### src/rtl/hangman_pkg.sv
// Shared constants and state encodings for the hangman letter-guessing datapath
// and the game-state controller.
package hangman_pkg;

    localparam int LETTER_W = 5;
    localparam int N_SLOTS  = 6;
    localparam int ALPHA    = 26;
    localparam int WORD_W   = N_SLOTS * LETTER_W;

    localparam logic [LETTER_W-1:0] BLANK = 5'h1F;

    typedef enum logic [2:0] {
        ST_IDLE,
        ST_LOAD,
        ST_WAIT_GUESS,
        ST_CHECK,
        ST_EVAL,
        ST_WON,
        ST_LOST
    } checker_state_t;

    typedef enum logic [1:0] {
        START,
        INGAME,
        WINGAME,
        LOSTGAME
    } game_state_t;

    function automatic logic is_letter(input logic [LETTER_W-1:0] c);
        return c < LETTER_W'(ALPHA);
    endfunction

endpackage

### src/rtl/guess_checker_slot_match.sv
// slot_match: compares one letter code against every word slot and flags
// which slots hold that letter and which slots are blank.
module slot_match
    import hangman_pkg::*;
(
    input  logic [WORD_W-1:0]   i_word,
    input  logic [LETTER_W-1:0] i_letter,
    output logic [N_SLOTS-1:0]  o_hit,
    output logic [N_SLOTS-1:0]  o_blank
);

    // Slot 0 sits in the most significant letter field of the word.
    always_comb begin
        o_hit   = '0;
        o_blank = '0;
        for (int i = 0; i < N_SLOTS; i++) begin
            o_hit[i]   = (i_word[(N_SLOTS-1-i)*LETTER_W +: LETTER_W] == i_letter);
            o_blank[i] = (i_word[(N_SLOTS-1-i)*LETTER_W +: LETTER_W] == BLANK);
        end
    end

endmodule

### config.mk
export PLATFORM = sky130hd
export DESIGN_NAME = slot_match
export DESIGN_NICKNAME = d
export VERILOG_FILES = /design/src/rtl/hangman_pkg.sv /design/src/rtl/guess_checker_slot_match.sv
export SDC_FILE = /design/constraint.sdc
export NUM_CORES = 1
export LEC_CHECK = 0
export BUFFER_PORTS_ARGS = -buffer_cell sky130_fd_sc_hd__buf_4
export CAP_MARGIN = 20
export CORE_AREA = 2 2 39 41
export DETAILED_ROUTE_END_ITERATION = 10
export DIE_AREA = 0 0 41 43
export PLACE_DENSITY = 0.8
export SLEW_MARGIN = 10
export SYNTH_ARGS = -nofsm -noshare
export SYNTH_HDL_FRONTEND = slang
export SYNTH_SLANG_ARGS = --single-unit
### constraint.sdc
create_clock -name vclk -period 1
set_input_delay 0.15 -clock vclk [all_inputs]
set_output_delay 0.15 -clock vclk [all_outputs]
set_load 0.03 [all_outputs]
==> key figures <==
Outcome
  – Status: finished with violations
  – Failing checks: setup timing

Finish
  – Layout filler cell count: 80
  – N_diodes: 0
  – Clock buffers: 0
  – Seq. cell area: 0 sq um
  – Layout sequential cell count: 0
  – Combined area of the multi-input logic cells: 681.9 sq um
  – Final Non-Filler Cells: 123
  – Layout net count: 144
  – Final core utilization: 82.55%
  – Area grow syn2layout: 139.0%
  – Share of cells above drive strength 1: 71.03%

Global routing
  – Antenna violations before repair: 0
  – GRT Total Usage: 18.63%
  – Grt ovf: 0
  – Vias in the first global route: 565
  – First-pass GRT wire length: 2.394 mm
  – Largest net degree at the start of global routing: 7

Detailed routing
  – Total number of vias: 632
  – Pre-antenna DRT Iters: 2
  – WL final: 1.911 mm
  – ANT nets after route: 0
  – Initial DRC count: 3
  – DR WL/cell: 15.54 um
  – Vias per inst: 5.138
  – Drt drc: 0

Worst setup path
  – CP arrival: 0.90 ns
  – CP cell instances: buf_4, xnor2_2, nand3_1, nor3_4, buf_6
  – Worst EP required: 0.85 ns
  – Crit-path max FO: 2
  – CP Launch Type: primary input
  – Critical path start-end classification: in2out
  – Max incr delay on CP: 0.17 ns
  – CP endpoint kind: output pin
  – Crit path max-delay cell type: xnor2_2

CTS
  – CTS Hold Bufs: 0
  – Post-CTS Setup Bufs: 0

Timing
  – Measured slew at the worst slew-check pin: 0.2733 ns
  – Final hold viol count: 0
  – Slew Limit Fails: 0
  – RSZ-0062 raised after global routing: yes
  – Min Tclk post-route: 1.051 ns
  – Max Freq: 951.9 MHz
  – Slew headroom: 81.72%
  – Final Setup Violations: 1
  – Final period utilization: 105.1%
  – Fin worst setup slack: -0.05057 ns

Floorplanning
  – Rows: 14
  – IO Count: 47
  – Starting Density: 34.54%
  – Die width: 41 um
  – Die H: 43 um
  – Core Region: 1384 sq um
  – Die area: 1763 sq um

Synthesis
  – Synth area leaders: xnor2_1 33%, xor2_1 22%, nand3_1 13%, nor3_2 13%, buf_6 9.4%
  – Yosys warning count: 0
  – Register area share after synthesis: 0%
  – Syn nets: 100
  – Most frequent cell after synthesis: xnor2_1
  – Cell variety after synth: 8
  – Synth top cells by count: 18 x xnor2_1, 12 x nand3_1, 12 x xor2_1
  – Area fraction of the dominant cell type after synthesis: 32.98%
  – Avg Inst Size Synth: 7.353 sq um
  – Post-synthesis cell area: 478.0 sq um
  – Syn Inst Count: 65
  – Area leader, netlist: xnor2_1

Min path
  – Hold path start: i_word[18]
  – Min-Delay Endpoint: o_blank[2]
  – Hold path depth: 4
  – Worst hold path class: in2out

Place
  – DP Wirelength: 1.155 mm
  – Placed insts: 123
  – IO Port Bufs: 47
  – Placer Congestion: 0.7016

Power
  – PwrDens: 470.7 nW/um^2
  – Worst vdd ir: 0.2886 mV
  – P_leak: 0.5197 nW

Job
  – MaxCap Viol Count: 0
[timing repair]
action | 4_1_cts | 5_1_grt
endpoints found under the setup margin | 6 | 6
gates cloned | 0 | 0
resized for setup | 26 | 25
pin swaps | 12 | 10
[worst max-delay path by stage]
stage                      startpoint        to
after global routing       i_word[25]  o_hit[0]
after CTS                 i_letter[0]  o_hit[2]
after detailed placement  i_letter[4]  o_hit[2]
after global placement    i_letter[0]  o_hit[2]
final                      i_word[25]  o_hit[0]
after floorplan           i_letter[2]  o_hit[3]
[routing by layer]
layer | up-vias | wire length (um) | GRT usage, %
met5 | - | 0 | 0
met4 | 0 | 22 | 2.000
met3 | 2 | 168 | 5.236
met2 | 32 | 1172 | 32.50
met1 | 302 | 548 | 22.08
li1 | 296 | - | -
[cells by family (layout without fill, tap and decap cells)]
group / Yosys count / after routing / synth area share [%]
simple gates: 30 / 30 / 34.56
xor+xnor: 30 / 30 / 54.97
buf+inv: 5 / 47 / 10.47
[worst max-delay path, delay by kind of cell]
kind          cells  cell delay (ns)
simple gates      2             0.29
xor+xnor          1             0.17
buf+inv           2             0.29
[placed cells by master (no fill, tap or decap)]
cell type  Yosys  routed
buf_4          0      28
buf_6          4      16
xnor2_2        0      12
xor2_1        12      11
nand3_1       12       7
nor3_4         0       6
nand2_1        6       6
nor2_1         6       6
xnor2_4        0       5
nand3_2        0       5
buf_8          0       2
xnor2_1       18       1
xor2_2         0       1
buf_12         0       1
[stage by stage]
stage	area, sq um	worst slack, ns	hold WS [ns]	power, mW	TNS (ns)
CTS	968.4	0.0006218	0.6393	0.4313	0
global placement	838.3	-0.05118	0.6508	0.3675	-0.2092
global route	1142	-0.07623	0.6725	0.5688	-0.1232
floorplan	515.5	0.009622	0.4581	0.2249	0
detailed placement	838.3	-0.05421	0.6537	0.3729	-0.2347
finish	1142	-0.05057	0.6519	0.5378	-0.05057
[layout make-up]
cell class         instances  area share [%]
multi-input cells         60           59.69
well taps                 16           1.752
repair buffers            47           38.55
[power breakdown]
group | total, mW | internal, mW | switching, mW | leakage [nW]
logic | 0.538 | 0.291 | 0.247 | 0.520
clock network | 0 | 0 | 0 | 0
registers | 0 | 0 | 0 | 0
total | 0.538 | 0.291 | 0.247 | 0.520
Power figures use the tool's default switching activity.
